File: src/rtl/id_stage.sv
// id_stage: instruction decode with a 32x32 write-first register file and a registered
// execute bundle. Defining ID_HAZARD_DETECT_EN enables load-use stall insertion.
module id_stage #(
    parameter int XLEN  = 32,
    parameter int NREGS = 32
) (
    input  logic            clk,
    input  logic            reset,
    input  logic [31:0]     instr,
    input  logic [XLEN-1:0] pc_in,
    input  logic            instr_valid,
    output logic            instr_ready,
    input  logic            wb_en,
    input  logic [4:0]      wb_addr,
    input  logic [XLEN-1:0] wb_data,
    output logic [XLEN-1:0] rs,
    output logic [XLEN-1:0] rt,
    output logic [XLEN-1:0] sign_ext,
    output logic            ALUSrc,
    output logic [1:0]      ALUOp,
    output logic            branch,
    output logic            mem_read,
    output logic            mem_write,
    output logic            reg_write,
    output logic [4:0]      dest_reg,
    output logic [XLEN-1:0] pc,
    output logic            stall_flag
);

    typedef enum logic [5:0] {
        OP_RTYPE = 6'b000000,
        OP_LW    = 6'b100011,
        OP_SW    = 6'b101011,
        OP_ADDI  = 6'b001000,
        OP_BEQ   = 6'b000100
    } opcode_e;

    logic [XLEN-1:0] regs [NREGS];
    logic [4:0]      rs_addr;
    logic [4:0]      rt_addr;
    logic [XLEN-1:0] rs_val;
    logic [XLEN-1:0] rt_val;
    logic [XLEN-1:0] imm_ext;

    logic            dec_alusrc;
    logic [1:0]      dec_aluop;
    logic            dec_branch;
    logic            dec_mem_read;
    logic            dec_mem_write;
    logic            dec_reg_write;
    logic [4:0]      dec_dest;
    logic            hazard;

    assign rs_addr = instr[25:21];
    assign rt_addr = instr[20:16];
    assign imm_ext = {{(XLEN-16){instr[15]}}, instr[15:0]};

    always_ff @(posedge clk or negedge reset) begin
        if (!reset) begin
            for (int i = 0; i < NREGS; i++) begin
                regs[i] <= '0;
            end
        end else if (wb_en && (wb_addr != 5'd0)) begin
            regs[wb_addr] <= wb_data;
        end
    end

    // Same-cycle write-back wins over the stored value so decode never sees stale data.
    always_comb begin
        rs_val = '0;
        if (rs_addr != 5'd0) begin
            rs_val = (wb_en && (wb_addr == rs_addr)) ? wb_data : regs[rs_addr];
        end
    end

    always_comb begin
        rt_val = '0;
        if (rt_addr != 5'd0) begin
            rt_val = (wb_en && (wb_addr == rt_addr)) ? wb_data : regs[rt_addr];
        end
    end

    always_comb begin
        dec_alusrc    = 1'b0;
        dec_aluop     = 2'b00;
        dec_branch    = 1'b0;
        dec_mem_read  = 1'b0;
        dec_mem_write = 1'b0;
        dec_reg_write = 1'b0;
        dec_dest      = 5'd0;
        if (instr_valid) begin
            case (instr[31:26])
                OP_RTYPE: begin
                    dec_aluop     = 2'b10;
                    dec_reg_write = 1'b1;
                    dec_dest      = instr[15:11];
                end
                OP_LW: begin
                    dec_alusrc    = 1'b1;
                    dec_mem_read  = 1'b1;
                    dec_reg_write = 1'b1;
                    dec_dest      = rt_addr;
                end
                OP_SW: begin
                    dec_alusrc    = 1'b1;
                    dec_mem_write = 1'b1;
                end
                OP_ADDI: begin
                    dec_alusrc    = 1'b1;
                    dec_reg_write = 1'b1;
                    dec_dest      = rt_addr;
                end
                OP_BEQ: begin
                    dec_aluop     = 2'b01;
                    dec_branch    = 1'b1;
                end
                default: ;
            endcase
        end
    end

`ifdef ID_HAZARD_DETECT_EN
    logic known_op;
    logic reads_rt;

    // The output register holds the previous instruction; a load there feeding us forces one bubble.
    always_comb begin
        known_op = 1'b0;
        reads_rt = 1'b0;
        case (instr[31:26])
            OP_RTYPE, OP_SW, OP_BEQ: begin
                known_op = 1'b1;
                reads_rt = 1'b1;
            end
            OP_LW, OP_ADDI: known_op = 1'b1;
            default: ;
        endcase
        hazard = instr_valid && known_op && mem_read && (dest_reg != 5'd0) &&
                 ((dest_reg == rs_addr) || (reads_rt && (dest_reg == rt_addr)));
    end
`else
    assign hazard = 1'b0;
`endif

    assign instr_ready = ~hazard;

    always_ff @(posedge clk or negedge reset) begin
        if (!reset) begin
            rs         <= '0;
            rt         <= '0;
            sign_ext   <= '0;
            pc         <= '0;
            ALUSrc     <= 1'b0;
            ALUOp      <= 2'b00;
            branch     <= 1'b0;
            mem_read   <= 1'b0;
            mem_write  <= 1'b0;
            reg_write  <= 1'b0;
            dest_reg   <= 5'd0;
            stall_flag <= 1'b0;
        end else begin
            rs         <= rs_val;
            rt         <= rt_val;
            sign_ext   <= imm_ext;
            pc         <= pc_in;
            ALUSrc     <= hazard ? 1'b0  : dec_alusrc;
            ALUOp      <= hazard ? 2'b00 : dec_aluop;
            branch     <= hazard ? 1'b0  : dec_branch;
            mem_read   <= hazard ? 1'b0  : dec_mem_read;
            mem_write  <= hazard ? 1'b0  : dec_mem_write;
            reg_write  <= hazard ? 1'b0  : dec_reg_write;
            dest_reg   <= hazard ? 5'd0  : dec_dest;
            stall_flag <= hazard;
        end
    end

endmodule

File: config.mk
export PLATFORM = sky130hd
export DESIGN_NAME = id_stage
export DESIGN_NICKNAME = d
export VERILOG_FILES = /design/src/rtl/id_stage.sv
export SDC_FILE = /design/constraint.sdc
export NUM_CORES = 2
export LEC_CHECK = 0
export CORE_ASPECT_RATIO = 1.25
export CORE_MARGIN = 5
export CORE_UTILIZATION = 40
export CTS_CLUSTER_DIAMETER = 50
export DETAILED_ROUTE_END_ITERATION = 6
export GPL_TIMING_DRIVEN = 0
export MAX_ROUTING_LAYER = met4
export PLACE_DENSITY = 0.66
export RECOVER_POWER = 50
export SYNTH_ARGS = -nofsm -noshare
export SYNTH_HDL_FRONTEND = slang
export SYNTH_SLANG_ARGS = --single-unit
File: constraint.sdc
create_clock -name clk -period 1.82 [get_ports clk]
set_clock_uncertainty 0.2 [all_clocks]
set_input_delay 0.182 -clock clk [delete_from_list [all_inputs] [get_ports clk]]
set_output_delay 0.182 -clock clk [all_outputs]
set_load 0.02 [all_outputs]
; ---- After elaboration in Yosys (flattened, before gate mapping)
; Cells that the tools add are included.
[word_totals]
ff_bits = 1148
latch_bits = 0
mem_bits_rw = 0
rom_bits = 0
in_bits = 105
output_inout_bits = 142
wordCells = 94
n_memories = 0
[op_classes]
n_addsub = 0
n_mul = 0
div = 0
order_cmp = 4
eq_ne = 6
shifts = 0
n_mux = 27
bitwise = 3
reduce_logical = 11
[ops]
columns = cell, n
row1 = $bwmux W1024, 1
row2 = $bmux W32 S5, 2
row3 = $mux W32, 9
row4 = $demux W32 S5, 1
row5 = $ge A6 B6 Y1 const B, 3
row6 = $not A5 Y6, 3
row7 = $reduce_bool A5 Y1, 3
row8 = $eq A6 B6 Y1 const B, 2
row9 = $eq A5 B5 Y1, 2
row10 = $mux W1, 10
row11 = $pmux W5 S2, 1
row12 = $eq A6 B3 Y1 const B, 1
row13 = $eq A6 B4 Y1 const B, 1
row14 = $logic_not A6 Y1, 1
row15 = $lt A6 B1 Y1 const B, 1
row16 = $reduce_or A3 Y1, 2
row17 = $mux W5, 1
row18 = $logic_and A1 B1 Y1, 4
row19 = $pmux W2 S2, 1
row20 = $mux W2, 1
row21 = $reduce_or A2 Y1, 1

; ---- Depth between registers and ports, before layout
[depth]
ltp_word = 6
depth_mapped = 9
ltp_nobuf = 5

; ---- Worst setup path after synthesis
; OpenSTA, ideal clock, no wires.
[synth_timing]
path_kind = input port to flip-flop
startpoint = input instr[17]
endpoint = register rt[13]
setup_time_ps = 121
t_arrival_ps = 1833
required_time_ps = 1499
slack_ps = -334
path_stages = 8
path_buffers = 3
path_cell_list = buf_2 > buf_2 > clkbuf_1 > mux4_2 > a22o_1 > a211oi_1 > a21oi_1 > a22o_1
[synth_between]
elab_chain_len = 6
elab_cells_between_ends = 9
cone_classes = eq/ne: 1 / mux: 5 / bitwise: 1 / reduce/logical: 2
[synth_lines]
columns = element, line_no
row1 = start: declaration, 9  ; input logic [31:0] instr,
row2 = $not A5 Y6 (not written as such), 79  ; rt_val = (wb_en && (wb_addr == rt_addr)) ? wb_data : regs[rt_addr];
row3 = $bmux W32 S5, 79
row4 = $mux W32 (not written as such) (2 in series), 79
row5 = $mux W32, 79
row6 = $mux W32 *, 78  ; if (rt_addr != 5'd0) begin
row7 = via rt_val[13], 42  ; logic [XLEN-1:0] rt_val;
row8 = end signal: assignment, 163  ; rt <= rt_val;
row9 = end: declaration, 17  ; output logic [XLEN-1:0] rt,
; Mark *: on every way through the listed nets, which the timed path passes. The rest lies on a longest branch. The select of a mux whose other input is x is not followed.
; A chain may end at the register's enable or synchronous reset.

; ---- Worst setup path after layout
[layout_timing]
startpoint = register regs[412] (netlist name)
endpoint = register rt[28]
[layout_between]
elab_chain_len = 5
[layout_lines]
columns = element, line_no
row1 = start: declaration, 38  ; logic [XLEN-1:0] regs [NREGS];
row2 = start signal: indexed assignment, 64  ; regs[wb_addr] <= wb_data;
row3 = $bmux W32 S5, 79
row4 = $mux W32 (not written as such) (2 in series), 79
row5 = $mux W32, 79
row6 = $mux W32, 78
row7 = via rt_val[28], 42
; The timed path passes the listed nets, and every way through them passes these cells. The select of a mux whose other input is x is not followed.

==> qor.yml <==
synth-edff-count: 0
synth_nets: 4041
synthTopCellsByArea: "dfrtp_1 49%, mux2_2 20%, mux4_2 16%"
max-cap-violations: 0
post-place-ws_ns: -2.92
critPathCaptureType: "register"
synth_cells: 3936
criticalPathCategory: "register to register"
gp_congestion: 1.03
min_period_over_period: 1.20
gr-total-overflow: 0
dpl-instance-area_mm2: 0.0639
finalInstanceArea_mm2: 0.0715
critPathMostFrequentCell: "a22o_1"
grt-busiest-layer: "met2"
yosys_warnings: 0
post-route-min-period_ns: 2.19
ys_seq_area_frac: 0.494
die_h_um: 436
ctsLongestPathBuffers: 3
h-tree-depth: 4
rsz0062_at_grt: "true"
grt_pass1_vias: 41800
avgSynthCellArea_um2: 14.8
die_area_mm2: 0.153
hold_class: "primary input to register"
ys_seq_elements: 1148
outcome: "complete, but fails checks"
rows: 156
die_w_um: 351
place_hpwl_um: 175000
clkSinkCount: 1148
routed_wl_um: 240000
tns_ns: -188.43
cp.required_ns: 2.27
async_flop_share: 1.00
grt_use_met2: 0.473
arrival_ns: 2.64
violations: "negative setup slack"
groute.usage.overall: 0.318
synth_top_area_frac: 0.494
cp_top_family: "compound AO/OA/AOI/OAI gates"
use_met1: 0.377
num-nets-final: 4534
drv_slew: 0
firstDrtPassIters: 5
finalSetupViolCount: 1154
slew_headroom: 0.327
ys_types: 52
ant_nets: 0
ios: 247
cts_tree: "yes"
max_freq_ghz: 0.457
max-vdd-ir-drop_v: 0.000650
largest_register: "regs"
yosysTopAreaCell: "dfrtp_1"
worst_pin_slew_ns: 1.01
antenna_found_initial: 19
first_iter_violations: 5163
use_met3: 0.0820
fill_cells: 12300
grt_max_degree: 175
clk_pin_slew_ns: 0.06
drcViolationCount: 0
initial_core_util: 0.402
worstSkewPairLatency_ns: 0.81
cts_made_buffers: 135
cts_root_buffer: "clkbuf_16"
p_leak_nw: 30.7
core_area_mm2: 0.144
ys.flop_type: "dfrtp_1"
setup_ws_ns: -0.368
grt_pass1_wl_um: 328000
power_mw: 79.2
startpoint_type: "register"
vias: 41300
port_buffers: 232
crit_path_cell_trace: "mux4_2 -> a22o_1 -> a211oi_4 -> a21oi_1 -> a22o_1"
cp_slowest_stage_delay_ns: 0.51
crit_buf_inv: 0
drive_above_1_share: 0.535
worstPathMaxFanout: 3
wl_per_cell_um: 37.3
viasPerCell: 6.40
critPathSlowestCell: "mux4_2"
hold_violations: 0
final_cells: 6447
area_delta_synth_final_pct: 23.1
syn_area_mm2: 0.0581
powerDensity_mw_per_mm2: 1110
largest_reg_flops: 1024
placedCellCount: 6073
[layout by cell type, fill, tap and decap left out, drive strengths merged, types with 11 or more instances in the layout]
cell	instances
diode	21
a22oi	97
clkbuf	447
clkinvlp	11
inv	13
mux2i	186
a211oi	72
a32o	11
a2111oi	11
o21ai	13
nand2	58
o22ai	75
buf	365
clkinv	23
nor4	16
a22o	42
mux2	1047
nor2	71
dfrtp	1148
mux4	402
nor2b	15
clkdlybuf4s50	35
a21oi	49
nor3	44
clkdlybuf4s15	29
o2bb2ai	11
o221ai	40
dlygate4sd3	114
[report_power, final]
part	switching (mW)	total, mW	internal, mW
combinational	8.59	17.8	9.18
sequential	3.33	33.5	30.2
clock	11.7	27.9	16.2
[tightest hold or removal path, delay by kind of cell]
| family | cells | cell delay [ns] |
|---|---|---|
| and+or+nand+nor | 2 | 0.36 |
| muxes | 1 | 0.24 |
| buffers and inverters | 1 | 0.21 |
[final timing paths]
check | from | endpoint | slack, ns | depth (start not counted)
worst min-delay path | wb_addr[4] | regs[351]$_DFFE_PN0P_ | 0.04 | 4
worst min register to register | regs[1021]$_DFFE_PN0P_ | regs[1021]$_DFFE_PN0P_ | 0.28 | 1
min in group asynchronous | reset | regs[106]$_DFFE_PN0P_ | 0.16 | 9
worst max register to register | regs[412]$_DFFE_PN0P_ | rt[28]$_DFF_PN0_ | -0.37 | 5
worst max-delay path | regs[412]$_DFFE_PN0P_ | rt[28]$_DFF_PN0_ | -0.37 | 5
max in group asynchronous | reset | regs[465]$_DFFE_PN0P_ | -0.08 | 10
[timing repair]
action | CTS | global route
setup endpoints to repair | 570 | 750
pin swaps | 95 | 43
hold endpoints to repair | 546 | 91
gates resized for setup | 1068 | 93
hold buffers | 72 | 4
buffers inserted | 31 | 8
gates cloned | 3 | 6
[area by class of cell]
cell class | count | area, um2 | area share
diodes | 21 | 52.6 | 0.000735
plain buffers | 450 | 3450 | 0.0483
clock buffers | 185 | 3890 | 0.0544
clock inverters | 53 | 597 | 0.00834
inverters | 2 | 13.8 | 0.000192
multi-input cells | 2329 | 29000 | 0.406
flip-flops and latches | 1148 | 28700 | 0.402
well taps | 1896 | 2370 | 0.0332
repair buffers | 363 | 3400 | 0.0475
[Yosys cell counts (2+ instances only)]
cell / count
dfrtp_1: 1148
mux2_2: 1039
mux4_2: 402
clkbuf_1: 246
mux2i_1: 186
buf_2: 98
a22oi_1: 97
o22ai_1: 75
a211oi_1: 72
nor2_1: 67
nand2_1: 58
buf_1: 53
a21oi_1: 49
nor3_1: 44
a22o_1: 42
buf_4: 41
o221ai_1: 40
buf_6: 17
nor4_1: 16
nor2b_1: 15
a32o_1: 11
o21ai_0: 11
o2bb2ai_1: 11
a2111oi_0: 10
mux2_1: 8
a221oi_1: 7
nand3b_1: 6
xnor2_1: 6
nand2b_1: 5
nor3b_1: 5
nor4b_1: 5
a221o_1: 4
and2_1: 4
nand3_1: 4
nor2_2: 4
or2_2: 4
or3b_2: 4
xor2_1: 4
buf_8: 2
conb_1: 2
o21ai_1: 2
or3_1: 2
[per-stage QoR]
| stage | utilization | hold WS [ns] |
|---|---|---|
| 3_3_place_gp | 0.441 | 0.253 |
| 5_1_grt | 0.495 | 0.0151 |
| 2_1_floorplan | - | -0.314 |
| 3_5_place_dp | 0.443 | -0.184 |
| 4_1_cts | 0.493 | -0.504 |
| 6_report | 0.495 | 0.0356 |
[kinds of logic after synthesis]
kind of cell,share of synthesized area
other,0.000129
DFF,0.494
AOI/OAI and AO/OA,0.0552
xor gates and xnor gates,0.00151
buffers and inverters,0.0370
muxes,0.391
and+or+nand+nor,0.0209
[metal layers]
layer	vias to the layer above	share of wire
li1	16100	-
met1	22000	0.36
met2	2341	0.45
met3	817	0.091
met4	0	0.092
met5	-	0
Power figures use the tool's default switching activity.
